<file path="config.mk">
export PLATFORM = sky130hd
export DESIGN_NAME = cska_mp_sequencer_flat
export DESIGN_NICKNAME = d
export VERILOG_FILES = /design/src/rtl/cska_mp_sequencer_if.sv /design/src/rtl/cska_mp_sequencer.sv /design/src/flat_wrapper.sv
export SDC_FILE = /design/constraint.sdc
export NUM_CORES = 1
export LEC_CHECK = 0
export ABC_AREA = 1
export CORE_MARGIN = 4
export CORE_UTILIZATION = 40
export DETAILED_ROUTE_END_ITERATION = 7
export PLACE_DENSITY = 0.63
export REMOVE_ABC_BUFFERS = 1
export SLEW_MARGIN = 20
export SYNTH_ARGS = -nofsm -noshare
export SYNTH_HDL_FRONTEND = slang
export SYNTH_SLANG_ARGS = --single-unit
</file>
<file path="constraint.sdc">
create_clock -name clk -period 7.8 [get_ports clk]
set_clock_uncertainty 0.15 [all_clocks]
set_input_delay 1.56 -clock clk [delete_from_list [all_inputs] [get_ports clk]]
set_output_delay 1.56 -clock clk [all_outputs]
set_load 0.05 [all_outputs]
</file>
<file path="src/rtl/cska_mp_sequencer_if.sv">
// Handshake and operand/result bus between an operand source/result consumer
// and the multi-precision add/subtract sequencer.
interface cska_mp_sequencer_if #(
    parameter int unsigned N     = 16,
    parameter int unsigned WORDS = 4
);
    localparam int unsigned W = N * WORDS;

    logic         in_valid;
    logic         in_ready;
    logic [W-1:0] op_a;
    logic [W-1:0] op_b;
    logic         sub;
    logic         out_valid;
    logic         out_ready;
    logic [W-1:0] result;
    logic         carry_out;
    logic         overflow;
    logic         busy;

    modport master (
        output in_valid, op_a, op_b, sub, out_ready,
        input  in_ready, out_valid, result, carry_out, overflow, busy
    );

    modport slave (
        input  in_valid, op_a, op_b, sub, out_ready,
        output in_ready, out_valid, result, carry_out, overflow, busy
    );
endinterface

</file>
<file path="src/rtl/cska_mp_sequencer.sv">
// Multi-precision add/subtract sequencer: one N-bit carry-skip adder is reused
// once per word, LSW first, with the carry chained through a register.

module cska_top #(
    parameter int unsigned N          = 16,
    parameter int unsigned BLOCK_SIZE = 4
) (
    input  logic [N-1:0] a_i,
    input  logic [N-1:0] b_i,
    input  logic         cin_i,
    output logic [N-1:0] sum_o,
    output logic         cout_o
);
    localparam int unsigned NBLK = N / BLOCK_SIZE;

    // Each block ripples internally; a fully propagating block passes its
    // carry-in straight through the skip mux.
    always_comb begin
        logic c;
        logic cb;
        logic p;
        logic x;
        sum_o = '0;
        c     = cin_i;
        cb    = 1'b0;
        p     = 1'b0;
        x     = 1'b0;
        for (int unsigned blk = 0; blk < NBLK; blk++) begin
            cb = c;
            p  = 1'b1;
            for (int unsigned i = 0; i < BLOCK_SIZE; i++) begin
                x = a_i[blk*BLOCK_SIZE+i] ^ b_i[blk*BLOCK_SIZE+i];
                sum_o[blk*BLOCK_SIZE+i] = x ^ cb;
                p  = p & x;
                cb = (a_i[blk*BLOCK_SIZE+i] & b_i[blk*BLOCK_SIZE+i]) | (cb & x);
            end
            c = p ? c : cb;
        end
        cout_o = c;
    end
endmodule

module cska_mp_sequencer #(
    parameter int unsigned N          = 16,
    parameter int unsigned BLOCK_SIZE = 4,
    parameter int unsigned WORDS      = 4
) (
    input  logic                 clk,
    input  logic                 rst,
    cska_mp_sequencer_if.slave   bus
);
    localparam int unsigned W  = N * WORDS;
    localparam int unsigned KW = (WORDS > 1) ? $clog2(WORDS) : 1;

    typedef enum logic [1:0] {
        S_IDLE,
        S_RUN,
        S_DONE
    } state_t;

    state_t          state_q;
    logic [W-1:0]    a_q;
    logic [W-1:0]    b_q;
    logic [W-1:0]    result_q;
    logic [KW-1:0]   k_q;
    logic            carry_q;
    logic            cout_q;
    logic            ovf_q;

    logic [N-1:0]    add_a;
    logic [N-1:0]    add_b;
    logic [N-1:0]    add_sum;
    logic            add_cout;
    logic            last_word;

    assign add_a     = a_q[k_q*N +: N];
    assign add_b     = b_q[k_q*N +: N];
    assign last_word = (k_q == KW'(WORDS - 1));

    cska_top #(
        .N          (N),
        .BLOCK_SIZE (BLOCK_SIZE)
    ) u_adder (
        .a_i    (add_a),
        .b_i    (add_b),
        .cin_i  (carry_q),
        .sum_o  (add_sum),
        .cout_o (add_cout)
    );

    always_ff @(posedge clk) begin
        if (rst) begin
            state_q  <= S_IDLE;
            a_q      <= '0;
            b_q      <= '0;
            result_q <= '0;
            k_q      <= '0;
            carry_q  <= 1'b0;
            cout_q   <= 1'b0;
            ovf_q    <= 1'b0;
        end else begin
            case (state_q)
                S_IDLE: begin
                    if (bus.in_valid) begin
                        a_q     <= bus.op_a;
                        b_q     <= bus.sub ? ~bus.op_b : bus.op_b;
                        carry_q <= bus.sub;
                        k_q     <= '0;
                        state_q <= S_RUN;
                    end
                end
                S_RUN: begin
                    result_q[k_q*N +: N] <= add_sum;
                    carry_q              <= add_cout;
                    if (last_word) begin
                        cout_q  <= add_cout;
                        // b_q already holds the effective (possibly inverted) operand
                        ovf_q   <= (a_q[W-1] == b_q[W-1]) && (add_sum[N-1] != a_q[W-1]);
                        state_q <= S_DONE;
                    end else begin
                        k_q <= k_q + 1'b1;
                    end
                end
                S_DONE: begin
                    if (bus.out_ready) begin
                        state_q <= S_IDLE;
                    end
                end
                default: state_q <= S_IDLE;
            endcase
        end
    end

    assign bus.in_ready  = (state_q == S_IDLE) && !rst;
    assign bus.out_valid = (state_q == S_DONE);
    assign bus.busy      = (state_q != S_IDLE);
    assign bus.result    = result_q;
    assign bus.carry_out = cout_q;
    assign bus.overflow  = ovf_q;
endmodule

</file>
<file path="src/flat_wrapper.sv">
// flat-port wrapper written by rule: the top's interface ports become plain ports
module cska_mp_sequencer_flat 
#(
    parameter int unsigned N          = 16,
    parameter int unsigned BLOCK_SIZE = 4,
    parameter int unsigned WORDS      = 4
)
  (clk, rst, bus_in_valid, bus_op_a, bus_op_b, bus_sub, bus_out_ready, bus_in_ready, bus_out_valid, bus_result, bus_carry_out, bus_overflow, bus_busy);
  cska_mp_sequencer_if #(.N(N), .WORDS(WORDS)) bus_i ();
  input  logic clk;
  input  logic rst;
  input wire logic [$bits(bus_i.in_valid)-1:0] bus_in_valid;
  input wire logic [$bits(bus_i.op_a)-1:0] bus_op_a;
  input wire logic [$bits(bus_i.op_b)-1:0] bus_op_b;
  input wire logic [$bits(bus_i.sub)-1:0] bus_sub;
  input wire logic [$bits(bus_i.out_ready)-1:0] bus_out_ready;
  output wire logic [$bits(bus_i.in_ready)-1:0] bus_in_ready;
  output wire logic [$bits(bus_i.out_valid)-1:0] bus_out_valid;
  output wire logic [$bits(bus_i.result)-1:0] bus_result;
  output wire logic [$bits(bus_i.carry_out)-1:0] bus_carry_out;
  output wire logic [$bits(bus_i.overflow)-1:0] bus_overflow;
  output wire logic [$bits(bus_i.busy)-1:0] bus_busy;
  assign bus_i.in_valid = bus_in_valid;
  assign bus_i.op_a = bus_op_a;
  assign bus_i.op_b = bus_op_b;
  assign bus_i.sub = bus_sub;
  assign bus_i.out_ready = bus_out_ready;
  assign bus_in_ready = bus_i.in_ready;
  assign bus_out_valid = bus_i.out_valid;
  assign bus_result = bus_i.result;
  assign bus_carry_out = bus_i.carry_out;
  assign bus_overflow = bus_i.overflow;
  assign bus_busy = bus_i.busy;
  cska_mp_sequencer #(.N(N), .BLOCK_SIZE(BLOCK_SIZE), .WORDS(WORDS)) u_core (.clk(clk), .rst(rst), .bus(bus_i));
endmodule
</file>
# ---- Word level (Yosys, flattened, before mapping)
# Index checks and enable logic that the tools add are counted.
dict set report classes {
  muxes 15
  n_shift 4
  reduce_logical 11
  add_sub_neg 2
  bitwise 93
  eq_ne 9
}
# cell count
set ops {}
lappend ops {{$shiftx 64x7->16} 2}
lappend ops {{$bwmux 64} 1}
lappend ops {{$mux 64} 1}
lappend ops {{$not 64->64} 1}
lappend ops {{$shift 16x34->64 const A} 1}
lappend ops {{$shiftx 16x34->64} 1}
lappend ops {{$and 1x1->1} 44}
lappend ops {{$neg 6->34} 1}
lappend ops {{$xor 1x1->1} 32}
lappend ops {{$or 1x1->1} 16}
lappend ops {{$mux 2} 5}
lappend ops {{$ne 2x2->1 const B} 3}
lappend ops {{$pmux 2 s3} 1}
lappend ops {{$reduce_and 2->1} 3}
lappend ops {{$reduce_and 3->1} 2}
lappend ops {{$mux 1} 5}
lappend ops {{$eq 2x2->1 const B} 2}
lappend ops {{$pmux 2 s2} 1}
lappend ops {{$reduce_bool 2->1} 2}
lappend ops {{$add 2x1->2 const B} 1}
lappend ops {{$eq 2x1->1 const B} 1}
lappend ops {{$logic_and 1x1->1} 2}
lappend ops {{$logic_not 2->1} 1}
lappend ops {{$ne 2x1->1 const B} 1}
lappend ops {{other kinds (4)} 4}
dict set report word_totals {
  word_cells 142
  input_bits 133
  register_bits 199
  output_inout_bits 69
}

# ---- Longest topological paths before layout
dict set report logic_depth {
  depth_word 39
  depth_mapped 39
  depth_no_buf 38
}

# ---- Hierarchy
# Synthesis repeated with hierarchy kept, for this count alone.
dict set report unflattened {
  cells_unflattened 1324
  area_unflattened_um2 9771.9
}
# mod seq_area_each_um2 instances area_per_inst_um2 cells_per_inst
set by_module_without_submodules {}
lappend by_module_without_submodules {cska_mp_sequencer 3983.8 1 9064.9 1258}
lappend by_module_without_submodules {cska_top 0.0 1 706.9 66}

# ---- Least setup slack after synthesis
# OpenSTA, ideal clock, no wires.
dict set report synth_timing {
  path_kind {reg2reg}
  from {register u_core.k_q[0]}
  to {register u_core.result_q[63] (netlist: u_core.bus.result[63])}
  stages_incl_launch_ff 38
  setup_time_ns 0.132
  setup_slack_ns 0.619
  t_arrival_ns 6.899
  n_path_buf 2
  period_less_slack_ns 7.181
  path_cell_list {dfxtp_1 -> buf_2 -> buf_1 -> a21oi_1 -> a32oi_1 -> inv_1 -> fa_1 -> fa_1 -> fa_1 -> fa_1 -> o21ai_0 -> nand2_1 -> fa_1 -> inv_1 -> fa_1 -> fa_1 -> inv_1 -> fa_1 -> [... 2 more ...] -> fa_1 -> fa_1 -> inv_1 -> fa_1 -> inv_1 -> fa_1 -> o21ai_0 -> nand2_1 -> fa_1 -> fa_1 -> inv_1 -> fa_1 -> inv_1 -> fa_1 -> nand2_1 -> nor2_1 -> nand2_1 -> a21oi_1}
}
dict set report synth_via {
  elab_chain_cells 38
  word_cells_on_any_way 95
}
# item line_no
set synth_lines {}
lappend synth_lines {{start, declared} cska_mp_sequencer.sv:65} ;# logic [KW-1:0] k_q;
lappend synth_lines {{start signal, assigned} cska_mp_sequencer.sv:121} ;# k_q <= k_q + 1'b1;
lappend synth_lines {{$shiftx 64x7->16 (on tied branches)} {cska_mp_sequencer.sv:76, cska_mp_sequencer.sv:77}}
lappend synth_lines {{$xor 1x1->1} cska_mp_sequencer.sv:32} ;# x = a_i[blk*BLOCK_SIZE+i] ^ b_i[blk*BLOCK_SIZE+i];
lappend synth_lines {{$and 1x1->1} cska_mp_sequencer.sv:35} ;# cb = (a_i[blk*BLOCK_SIZE+i] & b_i[blk*BLOCK_SIZE+i]) | (cb & x);
lappend synth_lines {{$or 1x1->1} cska_mp_sequencer.sv:35}
lappend synth_lines {{$and 1x1->1} cska_mp_sequencer.sv:35}
lappend synth_lines {{$or 1x1->1} cska_mp_sequencer.sv:35}
lappend synth_lines {{$and 1x1->1} cska_mp_sequencer.sv:35}
lappend synth_lines {{$or 1x1->1} cska_mp_sequencer.sv:35}
lappend synth_lines {{[... 22 more ...]} -}
lappend synth_lines {{$or 1x1->1} cska_mp_sequencer.sv:35}
lappend synth_lines {{$and 1x1->1} cska_mp_sequencer.sv:35}
lappend synth_lines {{$or 1x1->1} cska_mp_sequencer.sv:35}
lappend synth_lines {{$and 1x1->1} cska_mp_sequencer.sv:35}
lappend synth_lines {{$or 1x1->1} cska_mp_sequencer.sv:35}
lappend synth_lines {{$xor 1x1->1} cska_mp_sequencer.sv:33} ;# sum_o[blk*BLOCK_SIZE+i] = x ^ cb;
lappend synth_lines {{$shiftx 16x34->64} cska_mp_sequencer.sv:113} ;# result_q[k_q*N +: N] <= add_sum;
lappend synth_lines {{$bwmux 64 (*)} cska_mp_sequencer.sv:113}
lappend synth_lines {{end signal, assigned by index} cska_mp_sequencer.sv:113}
lappend synth_lines {{end, declared} cska_mp_sequencer.sv:64} ;# logic [W-1:0] result_q;
# Mark *: on every way between the ends. The rest lies on a longest branch, timed or not.
# A chain may end at the register's enable or synchronous reset.

# ---- Final worst setup path
dict set report layout_timing {
  from {register u_core.k_q[0]}
  to {register u_core.result_q[31] (netlist: u_core.bus.result[31])}
}
# The elaborated chain is that of the path after synthesis.

==> summary.txt <==
Route
  – Detail Route met3 WL: 1.35 mm
  – Vias post-DR: 8,387
  – DR iter-0 viols: 551
  – Top layer in use: met4
  – Final antenna-violating net count: 0
  – Vias per cell: 5.04
  – Post-route DRC: 0
  – Routed WL: 26.0 mm
  – Post-Route M1 WL: 12.3 mm
  – Met2 WL post-DR: 11.9 mm
  – DRT Pass-1 Iters: 5
  – Wire per inst: 15.6 um

Logic synthesis
  – Yosys cell types: 36
  – Ys Warns: 0
  – Sequential area share after synthesis: 0.426
  – Simple logic cell fraction of the synthesized area: 0.186
  – Adder-cell share of the synthesized area: 0.0637
  – Synth Cell Area: 9350 um^2
  – Post-Synth XOR/XNOR Area: 0.0599
  – Yosys reg bits: 199
  – Mean Syn Cell Area: 7.78 um^2
  – Post-synthesis compound-gate area fraction: 0.196
  – Post-Syn Instances: 1,202
  – Post-synthesis mux area share: 0
  – Main combinational cell family by area after synthesis: compound AO/OA/AOI/OAI gates

Global routing
  – Pin count of the biggest net entering global routing: 95
  – Initial antenna violation count: 0
  – GRT Residual Overflow: 0
  – Vias in the first global route: 7,986
  – First-pass GRT wire length: 41.6 mm
  – GRT Util Overall: 0.195

Power
  – Pint: 0.00180 W
  – Comb pwr share: 0.253
  – Net switching power: 0.000873 W
  – Switching share of power: 0.327
  – Leak pwr: 4.47 nW
  – Total chip power: 0.00267 W
  – Sequential power share: 0.424
  – VDD IR max: 125 uV
  – Pwr per Cell Area: 222 nW/um^2
  – Clock Power Share: 0.323

Final layout
  – ANT cells: 0
  – Layout cells sized above 1: 0.0459
  – Most common cell after layout, fill and taps aside: nor2_1
  – Area Overhead vs Synth: 28.5%
  – Fill count: 2,261
  – Highest-count cells in the layout ignoring fill and taps: 259 x nor2_1, 199 x clkdlybuf4s50_1, 198 x dfxtp_1, 133 x o21ai_0, 119 x nand2_1
  – Util after Layout: 0.526
  – Fin nets: 1,508

Setup path
  – WP data required: 7.93 ns
  – CP Launch Type: flip-flop
  – Peak fanout along the critical path: 13
  – Slowest CP cell: dfxtp_2
  – Critical path endpoint category: flip-flop
  – Worst Path Arrival: 7.43 ns
  – CP peak stage delay: 0.48 ns
  – R2R setup slack: 0.50 ns
  – CP most frequent cell: fa_1
  – Kind of critical path: flip-flop to flip-flop

Floorplan
  – Row cnt: 55
  – DIE AREA: 25,900 um^2
  – Die width: 161 um
  – Initial core utilization: 0.409
  – Die height: 161 um
  – Top Ports: 202
  – Core area: 22,800 um^2

CTS
  – Clock sink total: 199
  – CTS Buffer Depth: 2
  – Skew-Pair Late Insertion Delay: 0.43 ns
  – TritonCTS clock tree: built
  – TritonCTS Buffers: 17
  – # H-tree levels: 4
  – Root buffer cell: clkbuf_16
  – Setup Fix Bufs, Post-CTS: 0
  – Clock slew at reported path FFs: 0.08 ns

STA
  – Fmax: 137 MHz
  – Fin. max-slew vios: 0
  – # setup viols final: 0
  – Relative slew slack: 0.290
  – Least-Margin Pin Slew: 1.06 ns
  – Crit path time final: 7.30 ns
  – Final hold violations: 0
  – Final Cycle Share: 0.936

Placed design
  – Port bufs: 201
  – Post-DP HPWL: 18.2 mm
  – RePlAce Congestion: 0.756

Hold path
  – Hold Path Class: flip-flop to flip-flop

Run
  – MaxCap Viol Count: 0

Run status
  – Outcome: complete, no violations
## per-layer routing
metal	vias to the layer above	GRT usage
met5	-	0
met1	3874	0.276
met4	0	0.0523
li1	4256	-
met2	231	0.312
met3	26	0.0310
## layout make-up
class,count,area (um^2),share of cell area
Sequential cell,199,3990,0.332
Tap cell,313,392,0.0326
Multi-Input combinational cell,848,4740,0.395
Inverter,59,231,0.0193
Clock inverter,12,110,0.00916
Clock buffer,20,467,0.0388
Timing Repair Buffer,212,2090,0.174
## worst max-delay path: cells and delay by family (launching register included)
kind / cells / cell delay, ns
adders and majority gates: 16 / 4.70
DFF: 1 / 0.48
buffers and inverters: 7 / 0.47
and+or+nand+nor: 7 / 0.75
AOI/OAI and AO/OA: 5 / 0.63
## through the flow
step | area, um^2 | std cells | setup WS [ns] | hold WS [ns] | TNS [ns]
finish | 12000 | 1663 | 0.499 | 0.307 | 0
floorplan | 8930 | 1106 | -1.34 | 0.282 | -14.66
detailed placement | 11400 | 1631 | 0.390 | 0.297 | 0
global placement | 11400 | 1631 | 0.538 | 0.296 | 0
global route | 12000 | 1663 | -0.00785 | 0.334 | -0.00785
CTS | 12000 | 1663 | 0.368 | 0.308 | 0
## cell families after synthesis
logic type / count (synthesis)
simple gates: 429
compound gates: 317
flops: 199
buf+inv: 155
xor+xnor: 64
fa+ha+maj: 38
## final timing paths
kind | start | endpoint | depth (start not counted)
min reg2reg | u_core.b_q[10] | u_core.b_q[10] | 2
max | u_core.k_q[0] | u_core.bus.result[31] | 35
max reg2reg | u_core.k_q[0] | u_core.bus.result[31] | 35
min | u_core.b_q[10] | u_core.b_q[10] | 2
## synthesized netlist by cell type (all sizes together)
cell type	count	area [um^2]
buf	40	210
a22oi	8	60.1
nor3	8	40.0
fa	16	320
clkbuf	56	211
o21a	1	7.51
and2	1	6.26
inv	59	221
nor2	263	1010
nand4	1	6.26
xnor2	55	482
a211oi	56	420
nand3	9	45.0
ha	22	275
xor2	9	78.8
or4	8	60.1
nor4	5	31.3
a31oi	1	6.26
o21bai	1	7.51
nand2	122	463
nand3b	3	22.5
a21oi	85	425
dfxtp	199	3980
or3	8	50.1
o21ai	133	666
a32oi	16	140
or2	1	6.26
o22ai	16	100
## timing repair
item / in CTS / in global routing
gates resized for setup: 0 / 6
hold buffers: 0 / 0
setup endpoints to repair: 0 / 5
## sequential cells by signal, summed over array words and instances (netlist names)
| register | count |
|---|---|
| u_core.a_q | 64 |
| u_core.bus.overflow | 1 |
| u_core.state_q | 2 |
| u_core.bus.carry_out | 1 |
| u_core.k_q | 2 |
| u_core.b_q | 64 |
| u_core.bus.result | 64 |
| u_core.carry_q | 1 |
## power groups by stage
| stage | logic [W] | registers (W) | clock network (W) |
|---|---|---|---|
| finish | 0.000676 | 0.00113 | 0.000862 |
| floorplan | 0.000367 | 0.00119 | 0 |
| CTS | 0.000678 | 0.00113 | 0.000881 |
| global route | 0.000758 | 0.00114 | 0.000918 |
| global placement | 0.000668 | 0.00115 | 0 |
| detailed placement | 0.000678 | 0.00115 | 0 |
Power figures use the tool's default switching activity.
